<file path="src/rtl/capi_cmd_cred_rtn.sv">
// -----------------------------------------------------------------------------
// capi_cmd_cred_rtn
//
// Responder-side credit manager for the CAPI command credit interface.
// Commands from a credit-limited initiator are buffered in a circular FIFO of
// `depth` entries. `depth` is advertised as the initial credit count, and one
// credit is returned for every entry drained downstream.
//
// Build option:
//   CAPI_CMD_CRED_RTN_COALESCE_EN
//     defined   : returns are coalesced by a small FSM (pending count P, age
//                 timer T) and leave on the batched add bus; o_cred_inc_v = 0.
//     undefined : every pop is returned one cycle later on o_cred_inc_v;
//                 the add bus is tied off.
//
// Reset is synchronous and active-high. Both sides of the credit link must be
// reset together, because the initiator reloads o_init_cred after its reset.
// -----------------------------------------------------------------------------
module capi_cmd_cred_rtn #(
    parameter int cred_width  = 9,
    parameter int data_width  = 64,
    parameter int depth       = 64,
    parameter int rtn_thresh  = 8,
    parameter int rtn_timeout = 16
) (
    input  logic                  clk,
    input  logic                  reset,
    input  logic                  i_cmd_v,
    input  logic [data_width-1:0] i_cmd_d,
    output logic                  o_cmd_v,
    input  logic                  i_cmd_r,
    output logic [data_width-1:0] o_cmd_d,
    output logic [cred_width-1:0] o_init_cred,
    output logic                  o_cred_add_v,
    output logic [cred_width-1:0] o_cred_add_d,
    output logic                  o_cred_inc_v,
    output logic [cred_width-1:0] o_occupancy,
    output logic                  o_overflow
);

    // -------------------------------------------------------------------------
    // Derived constants
    // -------------------------------------------------------------------------
    localparam int                    ptr_width = (depth > 1) ? $clog2(depth) : 1;
    localparam logic [ptr_width-1:0]  last_ptr  = ptr_width'(depth - 1);
    localparam logic [cred_width-1:0] depth_c   = cred_width'(depth);

    // -------------------------------------------------------------------------
    // FIFO storage and bookkeeping
    // -------------------------------------------------------------------------
    logic [data_width-1:0] mem [depth];
    logic [ptr_width-1:0]  wr_ptr;
    logic [ptr_width-1:0]  rd_ptr;
    logic [cred_width-1:0] occupancy;
    logic                  overflow_q;

    logic empty;
    logic full;
    logic pop;
    logic push;
    logic drop;

    assign empty = (occupancy == '0);
    assign full  = (occupancy == depth_c);

    // The head is only presented when something is stored, so a push into an
    // empty FIFO never bypasses straight to the output in the same cycle.
    assign o_cmd_v = !empty;
    assign pop     = o_cmd_v & i_cmd_r;

    // A push while full is still accepted when the head leaves in the same
    // cycle; otherwise it is dropped and recorded as an overflow.
    assign push = i_cmd_v & (!full | pop);
    assign drop = i_cmd_v & full & !pop;

    assign o_cmd_d     = mem[rd_ptr];
    assign o_init_cred = depth_c;
    assign o_occupancy = occupancy;
    assign o_overflow  = overflow_q;

    // Payload write into the slot addressed by the write pointer.
    // NOTE: the storage array has no reset; its contents are only observable
    // through o_cmd_d while o_cmd_v is high, which implies the slot was written.
    always_ff @(posedge clk) begin
        if (push) begin
            mem[wr_ptr] <= i_cmd_d;
        end
    end

    // Write and read pointers, each wrapping modulo depth.
    // NOTE: sequential state is always updated with non-blocking assignments so
    // every flop samples the pre-edge values of its neighbours.
    always_ff @(posedge clk) begin
        if (reset) begin
            wr_ptr <= '0;
            rd_ptr <= '0;
        end else begin
            if (push) begin
                wr_ptr <= (wr_ptr == last_ptr) ? '0 : wr_ptr + 1'b1;
            end
            if (pop) begin
                rd_ptr <= (rd_ptr == last_ptr) ? '0 : rd_ptr + 1'b1;
            end
        end
    end

    // Occupancy counter: unchanged when a push and a pop coincide.
    always_ff @(posedge clk) begin
        if (reset) begin
            occupancy <= '0;
        end else begin
            case ({push, pop})
                2'b10:   occupancy <= occupancy + 1'b1;
                2'b01:   occupancy <= occupancy - 1'b1;
                default: occupancy <= occupancy;
            endcase
        end
    end

    // Sticky overflow flag, cleared only by reset.
    always_ff @(posedge clk) begin
        if (reset) begin
            overflow_q <= 1'b0;
        end else if (drop) begin
            overflow_q <= 1'b1;
        end
    end

`ifdef CAPI_CMD_CRED_RTN_COALESCE_EN

    // -------------------------------------------------------------------------
    // Coalescing credit return
    //   EMPTY : nothing pending. A pop either flushes immediately (threshold of
    //           one) or starts an accumulation with P=1, T=0.
    //   ACCUM : P credits pending, oldest one aged T cycles. The sum including
    //           this cycle's pop is flushed when it reaches the threshold or
    //           when T hits the timeout, so the triggering pop is never lost.
    // -------------------------------------------------------------------------
    localparam logic [0:0]            st_empty = 1'b0;
    localparam logic [0:0]            st_accum = 1'b1;
    localparam logic [cred_width-1:0] thresh_c = cred_width'(rtn_thresh);
    localparam logic [7:0]            age_last = 8'(rtn_timeout - 1);

    logic [0:0]            state;
    logic [0:0]            state_nxt;
    logic [cred_width-1:0] pend;
    logic [cred_width-1:0] pend_nxt;
    logic [cred_width-1:0] sum;
    logic [7:0]            age;
    logic [7:0]            age_nxt;
    logic                  flush;
    logic                  add_v_q;
    logic [cred_width-1:0] add_d_q;

    // Next-state decision for the return FSM.
    // NOTE: every variable driven here gets a default first, so no path can
    // leave one unassigned and infer a latch.
    always_comb begin
        state_nxt = state;
        pend_nxt  = pend;
        age_nxt   = age;
        flush     = 1'b0;
        sum       = pend + cred_width'(pop);
        case (state)
            st_empty: begin
                if (pop) begin
                    if (rtn_thresh == 1) begin
                        flush = 1'b1;
                    end else begin
                        pend_nxt  = cred_width'(1);
                        age_nxt   = '0;
                        state_nxt = st_accum;
                    end
                end
            end
            st_accum: begin
                if ((sum >= thresh_c) || (age == age_last)) begin
                    flush     = 1'b1;
                    pend_nxt  = '0;
                    age_nxt   = '0;
                    state_nxt = st_empty;
                end else begin
                    pend_nxt = sum;
                    age_nxt  = age + 8'd1;
                end
            end
            default: begin
                pend_nxt  = '0;
                age_nxt   = '0;
                state_nxt = st_empty;
            end
        endcase
    end

    // FSM state, pending count and age timer.
    always_ff @(posedge clk) begin
        if (reset) begin
            state <= st_empty;
            pend  <= '0;
            age   <= '0;
        end else begin
            state <= state_nxt;
            pend  <= pend_nxt;
            age   <= age_nxt;
        end
    end

    // Registered single-cycle batched return; the count reads zero when idle.
    always_ff @(posedge clk) begin
        if (reset) begin
            add_v_q <= 1'b0;
            add_d_q <= '0;
        end else begin
            add_v_q <= flush;
            add_d_q <= flush ? sum : '0;
        end
    end

    assign o_cred_add_v = add_v_q;
    assign o_cred_add_d = add_d_q;
    assign o_cred_inc_v = 1'b0;

`else

    // -------------------------------------------------------------------------
    // Immediate credit return: one increment strobe per pop, one cycle later.
    // -------------------------------------------------------------------------
    logic inc_v_q;

    // Registered copy of the pop strobe.
    always_ff @(posedge clk) begin
        if (reset) begin
            inc_v_q <= 1'b0;
        end else begin
            inc_v_q <= pop;
        end
    end

    assign o_cred_inc_v = inc_v_q;
    assign o_cred_add_v = 1'b0;
    assign o_cred_add_d = '0;

`endif

endmodule

</file>
<file path="config.mk">
export PLATFORM = sky130hd
export DESIGN_NAME = capi_cmd_cred_rtn
export DESIGN_NICKNAME = d
export VERILOG_FILES = /design/src/rtl/capi_cmd_cred_rtn.sv
export SDC_FILE = /design/constraint.sdc
export NUM_CORES = 2
export LEC_CHECK = 0
export BUFFER_PORTS_ARGS = -buffer_cell sky130_fd_sc_hd__buf_4
export CAP_MARGIN = 40
export CORE_MARGIN = 2
export CORE_UTILIZATION = 35
export DETAILED_ROUTE_END_ITERATION = 10
export HOLD_SLACK_MARGIN = 0.1
export PLACE_DENSITY = 0.58
export SLEW_MARGIN = 20
export SYNTH_ARGS = -nofsm -noshare
export SYNTH_HDL_FRONTEND = slang
export SYNTH_SLANG_ARGS = --single-unit
</file>
<file path="constraint.sdc">
create_clock -name clk -period 4.44 [get_ports clk]
set_clock_uncertainty 0.2 [all_clocks]
set_input_delay 0.222 -clock clk [delete_from_list [all_inputs] [get_ports clk]]
set_output_delay 0.222 -clock clk [all_outputs]
set_load 0.005 [all_outputs]
</file>
==> flow_summary.yaml <==
synth:
  syn_area_per_cell_um2: 23.5
  synth_area_mm2: 0.156
  ys_top_cells_by_area: "edfxtp_1 (79%), mux4_2 (15%), mux2i_1 (0.91%)"
  ys.flop_type: "edfxtp_1"
  yosysTopAreaCellShare_pct: 78.9
  synth-edff-count: 4096
  ys_async_sr_fraction_pct: 0
  syn_inst: 6622
  ys_ff_latch: 4125
  yosys_warnings: 0
  synth_top_area_cell: "edfxtp_1"
  synth_cell_types: 55
  seq_area_frac_synth_pct: 79.2
critical_path:
  cp.required_ns: 4.02
  critPathMaxFanout: 29
  worstSetupEndpointType: "output port"
  timing.critical_path.slowest_cell_delay_ns: 0.71
  crit_family: "compound AO/OA/AOI/OAI gates"
  crit_buf_inv: 1
  cpMostUsedCell: "a21oi_1"
  crit_arrival_ns: 3.96
  crit_slowest_cell: "dfxtp_4"
  start_kind: "flip-flop"
  critical_path.cell_chain: "nand3_1 -> o221ai_1 -> a21oi_1 -> a21oi_1 -> a221oi_1 -> buf_4"
  setup.worst_path.class: "flip-flop to output port"
finish:
  layout.nets: 7312
  syn2layout_area_growth_pct: 16.9
  drive_gt1_share_pct: 29.1
  stdcell_area_mm2: 0.182
die:
  start_util_pct: 35.1
  coreArea_mm2: 0.444
  rows: 245
  dieArea_mm2: 0.451
  io_pins: 163
  die_w_um: 671
  die_y_um: 671
drt:
  drt_iter0_drc: 10400
  viasPerCell: 5.72
  post_drt_wl_per_cell_um: 33.7
  ant_nets: 0
  vias: 77300
  drc: 0
  wl_um: 456000
  firstDrtPassIters: 6
clocking:
  cts_buffer_depth: 4
  numCtsBuffers: 415
  htree_levels: 5
  clock_latency_ns: 0.97
  cts_sinks: 4125
  cts_root_buf: "clkbuf_16"
  tritoncts: "done"
  cts.clk_slew.worst_paths_ns: 0.06
placed_design:
  place_area_mm2: 0.168
  portBuffers: 143
  dp_hpwl_um: 236000
  place_congestion: 0.769
grt:
  grt_usage_pct: 19.8
  use_met1_pct: 27.5
  grt.met3_usage_pct: 3.77
  grt-ovfl-total: 0
  busiest_layer: "met2"
  grt_pass1_wl_um: 625000
  antenna_found_initial: 34
  grt_pass1_vias: 77000
  grt_max_degree: 108
  grt_util_met2_pct: 32.0
sta:
  grt_setup_unrepaired: "false"
  slew_viol_final: 0
  slew_headroom_pct: 40.2
  timing.final.hold_violations: 0
  tightestPinTransition_ns: 0.898
  fin_crit_sh_pct: 98.8
  period_needed_ns: 4.38
  setup_viol: 0
  fmax_mhz: 228
  timing.hold.ws_ns: 0.145
pwr:
  p_leak_uw: 0.0549
  peakVddDrop_mv: 0.351
  p_per_area_mw_per_mm2: 500
run_status:
  status: "complete, no violations"
hold_path:
  holdCritPathClass: "input port to flip-flop"
run:
  maxCapViolCount: 0
-- cell usage after synthesis, drive strengths merged (3+ instances only) --
cell and number:
mux2i 142, nor2b 8, or3b 5, o22ai 75
a31oi 3, nor3 12, edfxtp 4096, dfxtp 29
o21ai 59, xor2 7, clkbuf 225, ha 9
nor2 129, or3 4, mux4 1024, and2 3
nand2b 5, nand3 10, nand2 16, a22o 80
a21oi 208, buf 173, or4 4, a221oi 128
or2 3, o221ai 88, nand3b 12, xnor2 7
inv 5, o211a 24
-- routing by layer --
layer / vias up / routed length [um]
li1: 30000 / -
met1: 42500 / 182000
met2: 4022 / 219000
met3: 673 / 42600
met4: 16 / 12700
met5: - / 110
-- final timing paths --
| path | cells after the start | from | slack, ns | end |
|---|---|---|---|---|
| min reg2reg | 2 | rd_ptr[1] | 0.31 | flip-flop |
| max | 6 | flip-flop | 0.06 | o_cmd_d[32] |
| max reg2reg | 7 | o_occupancy[0] | 0.81 | mem[59][46] |
| min | 2 | i_cmd_d[43] | 0.15 | mem[12][43] |
-- state kept, by name (all words and copies together) (netlist names), named ones only --
register / cells
o_cred_inc_v: 1
rd_ptr: 6
mem: 4096
o_occupancy: 9
wr_ptr: 6
o_overflow: 1
-- cell type report --
cell class	count	area [um2]
antenna	9	22.5
clock buffer	506	10800
clock inverter	254	2380
fill	38400	262000
inverter	5	18.8
multi-input combinational	2111	31300
sequential	4125	124000
tap	5928	7420
timing repair buffer	576	6720
-- power breakdown --
group	switching [uW]	internal [uW]
Sequential	157	43000
Combinational	6860	6780
Clock	14900	19400
-- timing repair --
| item | in CTS | in global routing |
|---|---|---|
| hold buffers | 81 | 0 |
| buffers inserted | 8 | 0 |
| endpoints found under the setup margin | 31 | 12 |
| gates resized for setup | 13 | 12 |
| endpoints found under the hold margin | 4125 | 0 |
| cloned | 2 | 1 |
| pin swaps | 1 | 0 |
-- logic make-up after synthesis --
group | synth area share (%)
XOR/XNOR | 0.0786
buffers and inverters | 1.13
adder cells (fa/ha/maj) | 0.0851
flip-flops | 79.2
AO/OA/AOI/OAI | 3.10
multiplexers | 15.7
other | 0.00482
AND/OR/NAND/NOR | 0.651
-- through the flow --
stage               worst slack, ns  util, %  setup TNS, ns  power [uW]  instances
finish                       0.0555     41.0              0       91100      13500
floorplan                    -0.226        -        -611.73       52900       6639
global placement              0.179     37.7              0       57500      12600
CTS                         -0.0127     41.0        -0.0127       91900      13500
detailed placement            0.731     37.8              0       57600      12700
global route                0.00614     41.0              0       94100      13500
-- layout by cell type (no fill, tap or decap), types with 75 or more instances in the layout --
| cell | count |
|---|---|
| a22o_1 | 80 |
| clkinv_2 | 88 |
| edfxtp_1 | 4096 |
| o221ai_1 | 88 |
| a221oi_1 | 117 |
| clkinv_1 | 94 |
| dlygate4sd3_1 | 80 |
| buf_4 | 324 |
| mux2i_1 | 142 |
| clkbuf_16 | 419 |
| buf_12 | 153 |
| a21oi_1 | 206 |
| o22ai_1 | 75 |
| clkbuf_1 | 88 |
| mux4_2 | 1024 |
(Power assumes the default switching activity.)
